===== src/rtl/gmii_udp_cmd_rx.sv =====
// GMII receive-side command parser: filters IPv4/UDP frames addressed to this
// board, checks the Ethernet FCS and presents one register-write command per
// accepted frame on a valid/ready interface.
//
// state      | meaning
// -----------+------------------------------------------------------------
// S_IDLE     | line quiet or between frames; waits for first 0x55
// S_PREAMBLE | inside preamble; waits for SFD (0xD5)
// S_BODY     | frame bytes: index, CRC, header compare, field capture
// S_CHECK    | one cycle: accept (commit command) or drop (count)
// S_DISCARD  | malformed start or mid-frame reset; waits for rx_dv low
module gmii_udp_cmd_rx #(
  parameter logic [47:0] MAC_ADDR = 48'h02_00_00_00_00_02,
  parameter logic [31:0] LOCAL_IP = 32'hC0A80002,
  parameter logic [15:0] CMD_PORT = 16'd10002,
  parameter logic [7:0]  MAGIC    = 8'hA5
) (
  input  logic        clk,
  input  logic        rst_n,
  input  logic [7:0]  gmii_rx_d,
  input  logic        gmii_rx_dv,
  input  logic        gmii_rx_er,
  output logic [15:0] cmd_addr,
  output logic [31:0] cmd_data,
  output logic        cmd_valid,
  input  logic        cmd_ready,
  output logic [15:0] frames_ok,
  output logic [15:0] frames_dropped
);

  typedef enum logic [2:0] {
    S_IDLE,
    S_PREAMBLE,
    S_BODY,
    S_CHECK,
    S_DISCARD
  } state_t;

  localparam logic [31:0] CRC_RESIDUE = 32'hDEBB20E3;
  localparam logic [10:0] IDX_MAX     = 11'h7FF;

  state_t      state_q, state_d;
  logic [10:0] idx_q, idx_d;
  logic [31:0] crc_q, crc_d;
  logic        hdr_ok_q, hdr_ok_d;
  logic        er_seen_q, er_seen_d;
  logic [15:0] sh_addr_q, sh_addr_d;
  logic [31:0] sh_data_q, sh_data_d;
  logic [15:0] cmd_addr_q, cmd_addr_d;
  logic [31:0] cmd_data_q, cmd_data_d;
  logic        cmd_valid_q, cmd_valid_d;
  logic [15:0] frames_ok_q, frames_ok_d;
  logic [15:0] frames_dropped_q, frames_dropped_d;

  logic byte_match;
  logic consume;
  logic accept;

  // One byte of reflected CRC-32, data LSB first.
  function automatic logic [31:0] crc32_byte(input logic [31:0] c, input logic [7:0] d);
    logic [31:0] r;
    r = c;
    for (int i = 0; i < 8; i++) begin
      if (r[0] ^ d[i]) r = (r >> 1) ^ 32'hEDB88320;
      else             r = r >> 1;
    end
    return r;
  endfunction

  // Compare the current body byte against the required value at its index.
  always_comb begin
    byte_match = 1'b1;
    case (idx_q)
      11'd0:   byte_match = (gmii_rx_d == MAC_ADDR[47:40]);
      11'd1:   byte_match = (gmii_rx_d == MAC_ADDR[39:32]);
      11'd2:   byte_match = (gmii_rx_d == MAC_ADDR[31:24]);
      11'd3:   byte_match = (gmii_rx_d == MAC_ADDR[23:16]);
      11'd4:   byte_match = (gmii_rx_d == MAC_ADDR[15:8]);
      11'd5:   byte_match = (gmii_rx_d == MAC_ADDR[7:0]);
      11'd12:  byte_match = (gmii_rx_d == 8'h08);
      11'd13:  byte_match = (gmii_rx_d == 8'h00);
      11'd14:  byte_match = (gmii_rx_d == 8'h45);
      11'd23:  byte_match = (gmii_rx_d == 8'h11);
      11'd30:  byte_match = (gmii_rx_d == LOCAL_IP[31:24]);
      11'd31:  byte_match = (gmii_rx_d == LOCAL_IP[23:16]);
      11'd32:  byte_match = (gmii_rx_d == LOCAL_IP[15:8]);
      11'd33:  byte_match = (gmii_rx_d == LOCAL_IP[7:0]);
      11'd36:  byte_match = (gmii_rx_d == CMD_PORT[15:8]);
      11'd37:  byte_match = (gmii_rx_d == CMD_PORT[7:0]);
      11'd42:  byte_match = (gmii_rx_d == MAGIC);
      default: byte_match = 1'b1;
    endcase
  end

  // Next-state, frame bookkeeping and command commit.
  always_comb begin
    state_d          = state_q;
    idx_d            = idx_q;
    crc_d            = crc_q;
    hdr_ok_d         = hdr_ok_q;
    er_seen_d        = er_seen_q;
    sh_addr_d        = sh_addr_q;
    sh_data_d        = sh_data_q;
    cmd_addr_d       = cmd_addr_q;
    cmd_data_d       = cmd_data_q;
    cmd_valid_d      = cmd_valid_q;
    frames_ok_d      = frames_ok_q;
    frames_dropped_d = frames_dropped_q;

    consume = cmd_valid_q && cmd_ready;
    accept  = hdr_ok_q && (crc_q == CRC_RESIDUE) && !er_seen_q &&
              (idx_q >= 11'd64) && (idx_q <= 11'd1518) &&
              (!cmd_valid_q || consume);

    if (consume) cmd_valid_d = 1'b0;

    case (state_q)
      S_IDLE: begin
        // Data bytes that are not preamble mean we joined mid-frame.
        if (gmii_rx_dv) state_d = (gmii_rx_d == 8'h55) ? S_PREAMBLE : S_DISCARD;
      end
      S_PREAMBLE: begin
        if (!gmii_rx_dv) begin
          state_d = S_IDLE;
        end else if (gmii_rx_d == 8'hD5) begin
          state_d   = S_BODY;
          idx_d     = 11'd0;
          crc_d     = 32'hFFFFFFFF;
          hdr_ok_d  = 1'b1;
          er_seen_d = 1'b0;
        end else if (gmii_rx_d != 8'h55) begin
          state_d = S_DISCARD;
        end
      end
      S_BODY: begin
        if (gmii_rx_dv) begin
          // Saturate so oversize frames still fail the length check.
          idx_d    = (idx_q == IDX_MAX) ? idx_q : idx_q + 11'd1;
          crc_d    = crc32_byte(crc_q, gmii_rx_d);
          hdr_ok_d = hdr_ok_q & byte_match;
          if (gmii_rx_er) er_seen_d = 1'b1;
          case (idx_q)
            11'd43:  sh_addr_d[15:8]  = gmii_rx_d;
            11'd44:  sh_addr_d[7:0]   = gmii_rx_d;
            11'd45:  sh_data_d[31:24] = gmii_rx_d;
            11'd46:  sh_data_d[23:16] = gmii_rx_d;
            11'd47:  sh_data_d[15:8]  = gmii_rx_d;
            11'd48:  sh_data_d[7:0]   = gmii_rx_d;
            default: ;
          endcase
        end else begin
          state_d = S_CHECK;
        end
      end
      S_CHECK: begin
        state_d = S_IDLE;
        if (accept) begin
          cmd_addr_d  = sh_addr_q;
          cmd_data_d  = sh_data_q;
          cmd_valid_d = 1'b1;
          if (frames_ok_q != 16'hFFFF) frames_ok_d = frames_ok_q + 16'd1;
        end else begin
          if (frames_dropped_q != 16'hFFFF) frames_dropped_d = frames_dropped_q + 16'd1;
        end
      end
      S_DISCARD: begin
        if (!gmii_rx_dv) state_d = S_IDLE;
      end
      default: state_d = S_IDLE;
    endcase
  end

  // State and datapath registers with synchronous active-low reset.
  always_ff @(posedge clk) begin
    if (!rst_n) begin
      state_q          <= S_IDLE;
      idx_q            <= 11'd0;
      crc_q            <= 32'hFFFFFFFF;
      hdr_ok_q         <= 1'b0;
      er_seen_q        <= 1'b0;
      sh_addr_q        <= 16'd0;
      sh_data_q        <= 32'd0;
      cmd_addr_q       <= 16'd0;
      cmd_data_q       <= 32'd0;
      cmd_valid_q      <= 1'b0;
      frames_ok_q      <= 16'd0;
      frames_dropped_q <= 16'd0;
    end else begin
      state_q          <= state_d;
      idx_q            <= idx_d;
      crc_q            <= crc_d;
      hdr_ok_q         <= hdr_ok_d;
      er_seen_q        <= er_seen_d;
      sh_addr_q        <= sh_addr_d;
      sh_data_q        <= sh_data_d;
      cmd_addr_q       <= cmd_addr_d;
      cmd_data_q       <= cmd_data_d;
      cmd_valid_q      <= cmd_valid_d;
      frames_ok_q      <= frames_ok_d;
      frames_dropped_q <= frames_dropped_d;
    end
  end

  assign cmd_addr       = cmd_addr_q;
  assign cmd_data       = cmd_data_q;
  assign cmd_valid      = cmd_valid_q;
  assign frames_ok      = frames_ok_q;
  assign frames_dropped = frames_dropped_q;

endmodule


===== config.mk =====
export PLATFORM = sky130hd
export DESIGN_NAME = gmii_udp_cmd_rx
export DESIGN_NICKNAME = d
export VERILOG_FILES = /design/src/rtl/gmii_udp_cmd_rx.sv
export SDC_FILE = /design/constraint.sdc
export NUM_CORES = 1
export LEC_CHECK = 0
export ABC_AREA = 1
export CORE_AREA = 4 4 120 134
export CTS_CLUSTER_SIZE = 16
export DETAILED_ROUTE_END_ITERATION = 8
export DIE_AREA = 0 0 124 138
export PLACE_DENSITY = 0.83
export RECOVER_POWER = 25
export SKIP_LAST_GASP = 1
export SYNTH_ARGS = -nofsm -noshare
export SYNTH_HDL_FRONTEND = slang
export SYNTH_SLANG_ARGS = --single-unit

===== constraint.sdc =====
create_clock -name clk -period 3.84 [get_ports clk]
set_input_delay 0.384 -clock clk [delete_from_list [all_inputs] [get_ports clk]]
set_output_delay 0.384 -clock clk [all_outputs]
set_load 0.05 [all_outputs]

==> results of run 1 <==
==> cells in the final DEF, fill, tap and decap left out, types with 2 or more instances in the layout <==
cell,instances
sky130_fd_sc_hd__nand2_1,188
sky130_fd_sc_hd__dfxtp_1,177
sky130_fd_sc_hd__o21ai_0,148
sky130_fd_sc_hd__inv_1,146
sky130_fd_sc_hd__nor2_1,139
sky130_fd_sc_hd__a21oi_1,116
sky130_fd_sc_hd__nand3_1,71
sky130_fd_sc_hd__dlygate4sd3_1,62
sky130_fd_sc_hd__xor2_1,47
sky130_fd_sc_hd__clkdlybuf4s50_1,30
sky130_fd_sc_hd__nor3_1,28
sky130_fd_sc_hd__nand4_1,28
sky130_fd_sc_hd__clkbuf_16,17
sky130_fd_sc_hd__xnor2_1,16
sky130_fd_sc_hd__o211ai_1,12
sky130_fd_sc_hd__buf_4,11
sky130_fd_sc_hd__nor4_1,9
sky130_fd_sc_hd__ha_1,6
sky130_fd_sc_hd__o21ai_1,5
sky130_fd_sc_hd__xnor2_4,5
sky130_fd_sc_hd__inv_2,4
sky130_fd_sc_hd__clkinv_1,3
sky130_fd_sc_hd__a211oi_1,3
sky130_fd_sc_hd__inv_8,3
sky130_fd_sc_hd__inv_6,3
sky130_fd_sc_hd__clkinv_8,3
sky130_fd_sc_hd__clkinv_2,3
sky130_fd_sc_hd__nor3_2,2
sky130_fd_sc_hd__nor2_2,2
sky130_fd_sc_hd__nand2_2,2
sky130_fd_sc_hd__xor2_2,2
sky130_fd_sc_hd__o221ai_1,2
sky130_fd_sc_hd__a31oi_1,2
sky130_fd_sc_hd__nor3_4,2
sky130_fd_sc_hd__clkinvlp_4,2
==> routing by layer <==
layer / up-vias / GRT usage
met4: 0 / 0.0842
met3: 49 / 0.0421
met1: 3915 / 0.378
met5: - / 0
li1: 4176 / -
met2: 298 / 0.439
==> power by group through the flow <==
stage	registers, mW	clock network (mW)	logic (mW)
5_1_grt	1.84	1.77	0.255
4_1_cts	1.84	1.69	0.230
3_5_place_dp	1.88	0	0.227
6_report	1.84	1.67	0.233
3_3_place_gp	1.88	0	0.224
2_1_floorplan	1.88	0	0.166
==> area by class of cell <==
class                   count  area, µm²  share of cell area
multi-input cells         844       4390               0.425
flip-flops and latches    177       3540               0.343
repair buffers            103       1000              0.0971
inverters                 153        574              0.0556
clock buffers              17        425              0.0412
well taps                 196        245              0.0237
clock inverters            15        148              0.0143
==> cells by family (layout without fill, tap and decap cells) <==
logic type      after synthesis  count (layout)  share of synthesized area
compound gates              292             292                      0.175
buf+inv                     195             288                     0.0861
xor+xnor                     70              70                     0.0830
flops                       177             177                      0.408
simple gates                476             476                      0.240
fa+ha+maj                     6               6                    0.00863
==> critical path, stage by stage, from the launching register on <==
cell and delay [ns]:
sky130_fd_sc_hd__dfxtp_1 0.48, sky130_fd_sc_hd__nand2_1 0.22, sky130_fd_sc_hd__inv_1 0.14, sky130_fd_sc_hd__nand3_1 0.10, sky130_fd_sc_hd__nor2_1 0.10, sky130_fd_sc_hd__nand2_1 0.05, sky130_fd_sc_hd__nand2_1 0.15, sky130_fd_sc_hd__nand2_1 0.10
sky130_fd_sc_hd__inv_1 0.09, sky130_fd_sc_hd__nand3_2 0.05, sky130_fd_sc_hd__buf_4 0.25, sky130_fd_sc_hd__inv_2 0.39, sky130_fd_sc_hd__buf_4 0.33, sky130_fd_sc_hd__o21ai_0 0.12, sky130_fd_sc_hd__a21oi_1 0.15
==> stage by stage <==
step                      hold WS (ns)  cell area (µm²)
final                            0.421            10300
after global routing             0.449            10300
after CTS                        0.411            10300
after detailed placement         0.443             9770
after global placement           0.438             9770
after floorplan                  0.430             8690
==> path summary, 6_finish.rpt <==
kind / startpoint / end / cells after the start
worst max-delay path: idx_q[2] / cmd_data[24] / 14
worst min-delay path: rst_n / crc_q[21] / 2
worst max register to register: idx_q[2] / cmd_data[24] / 14
worst min register to register: sh_data_q[29] / cmd_data[29] / 2
==> state kept, by name, indices dropped and copies added, names as in the netlist <==
name / flops
frames_ok: 16
cmd_valid: 1
sh_data_q: 32
idx_q: 11
state_q: 3
crc_q: 32
sh_addr_q: 16
frames_dropped: 16
er_seen_q: 1
cmd_addr: 16
hdr_ok_q: 1
cmd_data: 32
==> flow_summary.json, run 1 <==
{
  "outcome": "finished, final reports clean",
  "remaining_routing_drc_violations": 0,
  "placementRows": 47,
  "yosys_warnings": 0,
  "route.detailed.wl_per_inst_um": 15.4,
  "required_time_of_the_critical_path_ns": 4.21,
  "floorplan.core_area_um2": 14800,
  "synthTopCellsByCount": "sky130_fd_sc_hd__nand2_1 (187), sky130_fd_sc_hd__dfxtp_1 (177), sky130_fd_sc_hd__o21ai_0 (148), sky130_fd_sc_hd__inv_1 (146), sky130_fd_sc_hd__nor2_1 (139)",
  "tightest_slew_ns": 0.828,
  "met3RoutedLength_um": 1340,
  "timing.max_cap.violations": 0,
  "cts_max_level": 4,
  "grt.overflow.total": 0,
  "layout.nets": 1315,
  "floorplan.die_area_um2": 17100,
  "mappedNetlistArea_um2": 8690,
  "worst_case_register_to_register_setup_slack_ns": 1.01,
  "place.gp.congestion": 0.954,
  "data_arrival_time_at_the_worst_slack_endpoint_ns": 3.19,
  "fmaxAchievable_mhz": 354,
  "synth_sequential_area_ratio": 0.408,
  "number_of_pins_exceeding_their_max_slew_limit_in_the_final_report": 0,
  "number_of_buffers_created_by_cts": 17,
  "period_share": 0.736,
  "ys_top_cells_by_area": "sky130_fd_sc_hd__dfxtp_1 (41%), sky130_fd_sc_hd__o21ai_0 (8.5%), sky130_fd_sc_hd__nand2_1 (8.1%), sky130_fd_sc_hd__a21oi_1 (6.7%), sky130_fd_sc_hd__inv_1 (6.3%)",
  "final-hold-violation-count": 0,
  "die_height_um": 138,
  "avgViaCountPerCell": 5.61,
  "antenna_cells": 0,
  "powerDensity_nw_per_um2": 362,
  "timing.final.crit_period_ns": 2.83,
  "postRouteWirelength_um": 23200,
  "switching_share": 0.259,
  "worstSkewPairLatency_ns": 0.44,
  "hold_class": "primary input to flip-flop",
  "crit_path_max_fanout": 33,
  "timing.clock.skew_ns": 0.00984,
  "final.setup.worst_slack_ns": 1.01,
  "start_kind": "flip-flop",
  "share_comb_of_total_power": 0.062,
  "final_util": 0.700,
  "route.layer.met1.wl_um": 10300,
  "setup_violations": 0,
  "met2WireLength_um": 11100,
  "numPortBuffers": 93,
  "boundaryPins": 94,
  "die_width_um": 124,
  "cts_tree": "yes",
  "power_switching_mw": 0.969,
  "clk_path_buf_depth": 2,
  "detailedRoute.firstIterationViolations": 985,
  "fin_cells": 1505,
  "dr_total_vias": 8438,
  "headroom_to_the_max_slew_limit": 0.445,
  "detail-route-antenna-nets": 0,
  "antenna_found_initial": 0,
  "total_leakage_power_nw": 4.42,
  "async_reset_ff_frac": 0,
  "final.fill_count": 1188,
  "edff_count_synth": 0,
  "syn_avg_cell_area_um2": 7.15,
  "dp_slack_ns": 0.775,
  "postCtsSetupRepairBufs": 0,
  "synth.ff_latch_count": 177,
  "place_hpwl_um": 16400,
  "rsz0062_at_grt": "false",
  "netlist.area_leader.share": 0.408,
  "largest_net_degree_at_the_start_of_global_routing": 59,
  "syn_inst": 1216,
  "crit_path_capture_type": "flip-flop",
  "ir_worst_vdd_mv": 0.288,
  "synthMostInstantiatedCell": "sky130_fd_sc_hd__nand2_1",
  "holdBufCountCts": 0,
  "synthDominantAreaCellType": "sky130_fd_sc_hd__dfxtp_1",
  "synthDistinctLibCells": 40,
  "internal-power_mw": 2.78,
  "ctsResizeCount": 0,
  "area_growth_pct": 18.9,
  "setup_tns_ns": 0,
  "clock_power_share": 0.447,
  "detailedRoute.firstPassIterationCount": 6,
  "grt_pass1_wl_um": 38400,
  "clock-sinks": 177,
  "drive_gt1_frac": 0.0497,
  "grt_pass1_vias": 7770,
  "proportion_of_power_drawn_by_flip_flops_and_latches": 0.491,
  "clock_root_cell": "sky130_fd_sc_hd__clkbuf_16",
  "topRoutingLayerUsed": "met4",
  "synth_nets": 1235,
  "power_mw": 3.74,
  "ys_dominant_reg_cell": "sky130_fd_sc_hd__dfxtp_1",
  "floorplan.initialDensity": 0.589,
  "grt_util_all_layers": 0.273,
  "setup.worst_path.class": "flip-flop to flip-flop",
  "clkSlewWorstSetupHoldPaths_ns": 0.07,
  "placed_cells": 1473
}
(Power assumes the default switching activity.)
==> run 2: changes to the inputs <==
--- a/config.mk
+++ b/config.mk
@@ -6,11 +6,11 @@
 export NUM_CORES = 1
 export LEC_CHECK = 0
 export ABC_AREA = 1
-export CORE_AREA = 4 4 120 134
+export CORE_AREA = 4 4 123 137
 export CTS_CLUSTER_SIZE = 16
 export DETAILED_ROUTE_END_ITERATION = 8
-export DIE_AREA = 0 0 124 138
-export PLACE_DENSITY = 0.83
+export DIE_AREA = 0 0 127 141
+export PLACE_DENSITY = 0.79
 export RECOVER_POWER = 25
 export SKIP_LAST_GASP = 1
 export SYNTH_ARGS = -nofsm -noshare
==> constraint.sdc (replaced) <==
create_clock -name clk -period 2.85 [get_ports clk]
set_input_delay 0.285 -clock clk [delete_from_list [all_inputs] [get_ports clk]]
set_output_delay 0.285 -clock clk [all_outputs]
set_load 0.05 [all_outputs]
==> run 2 against run 1 <==
Against the previous run:
- clock skew decreased by 0.0025 ns
- non-clock buffer count is 27 higher
- cell area increased by 1.9%
- die area increased by 4.6%
- flip-flop and latch count did not move
- hold slack worse by 0.12 ns
- sequential power increased by 35%
- critical path type unchanged
- highest routed layer unchanged
==> flow_summary.json, run 2 (synthesized netlist as in run 1, its figures left out) <==
{
  "ir_worst_vdd_mv": 0.406,
  "place_hpwl_um": 16800,
  "setup_violations": 0,
  "clk_path_buf_depth": 2,
  "boundaryPins": 94,
  "detailedRoute.firstPassIterationCount": 5,
  "crit_path_capture_type": "flip-flop",
  "postRouteWirelength_um": 23700,
  "grt_util_all_layers": 0.265,
  "floorplan.die_area_um2": 17900,
  "final-hold-violation-count": 0,
  "number_of_buffers_created_by_cts": 17,
  "number_of_pins_exceeding_their_max_slew_limit_in_the_final_report": 0,
  "grt_pass1_vias": 7761,
  "die_width_um": 127,
  "clkSlewWorstSetupHoldPaths_ns": 0.07,
  "grt_pass1_wl_um": 38800,
  "headroom_to_the_max_slew_limit": 0.534,
  "avgViaCountPerCell": 5.44,
  "detail-route-antenna-nets": 0,
  "floorplan.initialDensity": 0.561,
  "fmaxAchievable_mhz": 404,
  "antenna_cells": 0,
  "setup_tns_ns": 0,
  "crit_path_max_fanout": 40,
  "worstSkewPairLatency_ns": 0.44,
  "numPortBuffers": 93,
  "die_height_um": 141,
  "setup.worst_path.class": "flip-flop to flip-flop",
  "route.detailed.wl_per_inst_um": 15.4,
  "place.gp.congestion": 0.979,
  "layout.nets": 1342,
  "cts_max_level": 4,
  "mostFrequentLayoutCells": "sky130_fd_sc_hd__nand2_1 (187), sky130_fd_sc_hd__dfxtp_1 (177), sky130_fd_sc_hd__o21ai_0 (148), sky130_fd_sc_hd__inv_1 (146), sky130_fd_sc_hd__nor2_1 (139)",
  "placementRows": 48,
  "remaining_routing_drc_violations": 0,
  "data_arrival_time_at_the_worst_slack_endpoint_ns": 2.85,
  "antenna_found_initial": 0,
  "holdBufCountCts": 0,
  "min_delay_worst_endpoint": "crc_q[1]",
  "required_time_of_the_critical_path_ns": 3.22,
  "worst-r2r-cell-count": 13,
  "layout_commonest_cell": "sky130_fd_sc_hd__nand2_1",
  "drive_gt1_frac": 0.0681,
  "detailedRoute.firstIterationViolations": 867,
  "hold_class": "primary input to flip-flop",
  "area_growth_pct": 21.2,
  "postCtsSetupRepairBufs": 0,
  "clock-sinks": 177,
  "timing.final.crit_period_ns": 2.48,
  "timing.clock.skew_ns": 0.00737,
  "dr_total_vias": 8362,
  "timing.max_cap.violations": 0,
  "period_share": 0.869,
  "outcome": "finished, final reports clean",
  "floorplan.core_area_um2": 15500,
  "worst_r2r_endpoint": "cmd_data[19]",
  "powerDensity_nw_per_um2": 482,
  "largest_net_degree_at_the_start_of_global_routing": 53,
  "rsz0062_at_grt": "false",
  "ctsResizeCount": 0,
  "crit-reg2reg-launch": "idx_q[2]",
  "start_kind": "flip-flop",
  "clock_root_cell": "sky130_fd_sc_hd__clkbuf_16",
  "holdWs_ns": 0.300,
  "tightest_slew_ns": 0.694,
  "worst_case_register_to_register_setup_slack_ns": 0.37,
  "hold_path.startpoint": "rst_n",
  "cts_tree": "yes",
  "grt.overflow.total": 0,
  "total_leakage_power_nw": 4.53,
  "worstHoldPathCells": 2
}
## run 2: changes by cell type in the layout (fill, tap and decap cells not counted), sizes merged
cell | before | now
inv | 156 | 155
clkbuf | 17 | 19
buf | 11 | 36
dlygate4sd3 | 62 | 60
clkdlybuf4s50 | 30 | 32
clkinv | 10 | 11
## run 2: metal layers
| layer | vias to the layer above | global-route usage | share of wire |
|---|---|---|---|
| li1 | 4221 | - | - |
| met1 | 3825 | 0.352 | 0.45 |
| met2 | 272 | 0.438 | 0.47 |
| met3 | 44 | 0.0451 | 0.056 |
| met4 | 0 | 0.0898 | 0.019 |
| met5 | - | 0 | 0 |
## run 2: worst max-delay path by stage
stage | startpoint | end | slack (ns) | cells past startpoint
detailed placement | gmii_rx_d[3] | crc_q[22] | 0.20 | 11
global route | idx_q[2] | frames_dropped[3] | 0.12 | 14
CTS | idx_q[2] | cmd_data[30] | 0.43 | 13
floorplan | frames_dropped[0] | frames_dropped[4] | 0.77 | 8
finish | idx_q[2] | cmd_data[19] | 0.37 | 13
global placement | gmii_rx_d[1] | crc_q[19] | 0.23 | 11
## run 2: final cells by class
class | instances | area [µm²]
Tap cell | 200 | 250
Fill cell | 1347 | 4960
Sequential cell | 177 | 3540
Timing Repair Buffer | 130 | 1200
Inverter | 153 | 574
Clock buffer | 17 | 425
Multi-Input combinational cell | 844 | 4400
Clock inverter | 15 | 145
## run 2: metrics by stage
stage,cell area (µm²),total power [mW],util,setup slack [ns],std cells
after floorplan,8690,2.76,-,0.771,1216
final,10500,5.07,0.680,0.372,1536
after CTS,10500,5.08,0.681,0.431,1536
after global placement,9980,2.86,0.644,0.231,1504
after detailed placement,9980,2.86,0.644,0.196,1504
after global routing,10500,5.22,0.680,0.115,1536
## run 2: critical path, stage by stage, from the launching register on
cell and delay [ns]:
sky130_fd_sc_hd__dfxtp_1 0.48, sky130_fd_sc_hd__nand2_2 0.17, sky130_fd_sc_hd__inv_1 0.14, sky130_fd_sc_hd__nand3_1 0.10
sky130_fd_sc_hd__nor2_1 0.16, sky130_fd_sc_hd__nand2_1 0.07, sky130_fd_sc_hd__nand2_1 0.16, sky130_fd_sc_hd__nand2_1 0.10
sky130_fd_sc_hd__inv_1 0.10, sky130_fd_sc_hd__nand3_2 0.21, sky130_fd_sc_hd__inv_2 0.11, sky130_fd_sc_hd__buf_4 0.33
sky130_fd_sc_hd__o21ai_0 0.15, sky130_fd_sc_hd__a21oi_1 0.14
## run 2: report_power, final
part	internal (mW)	total [mW]	switching (mW)
Combinational	0.120	0.330	0.210
Clock	1.15	2.26	1.11
Sequential	2.47	2.48	0.00457
Total	3.75	5.07	1.32
==> run 3: changes to the inputs <==
--- a/config.mk
+++ b/config.mk
@@ -7,7 +7,6 @@
 export LEC_CHECK = 0
 export ABC_AREA = 1
 export CORE_AREA = 4 4 123 137
-export CTS_CLUSTER_SIZE = 16
 export DETAILED_ROUTE_END_ITERATION = 8
 export DIE_AREA = 0 0 127 141
 export PLACE_DENSITY = 0.79
==> results of run 3 <==
Same layout as run 2: the final DEF is identical, and so are final timing and power.
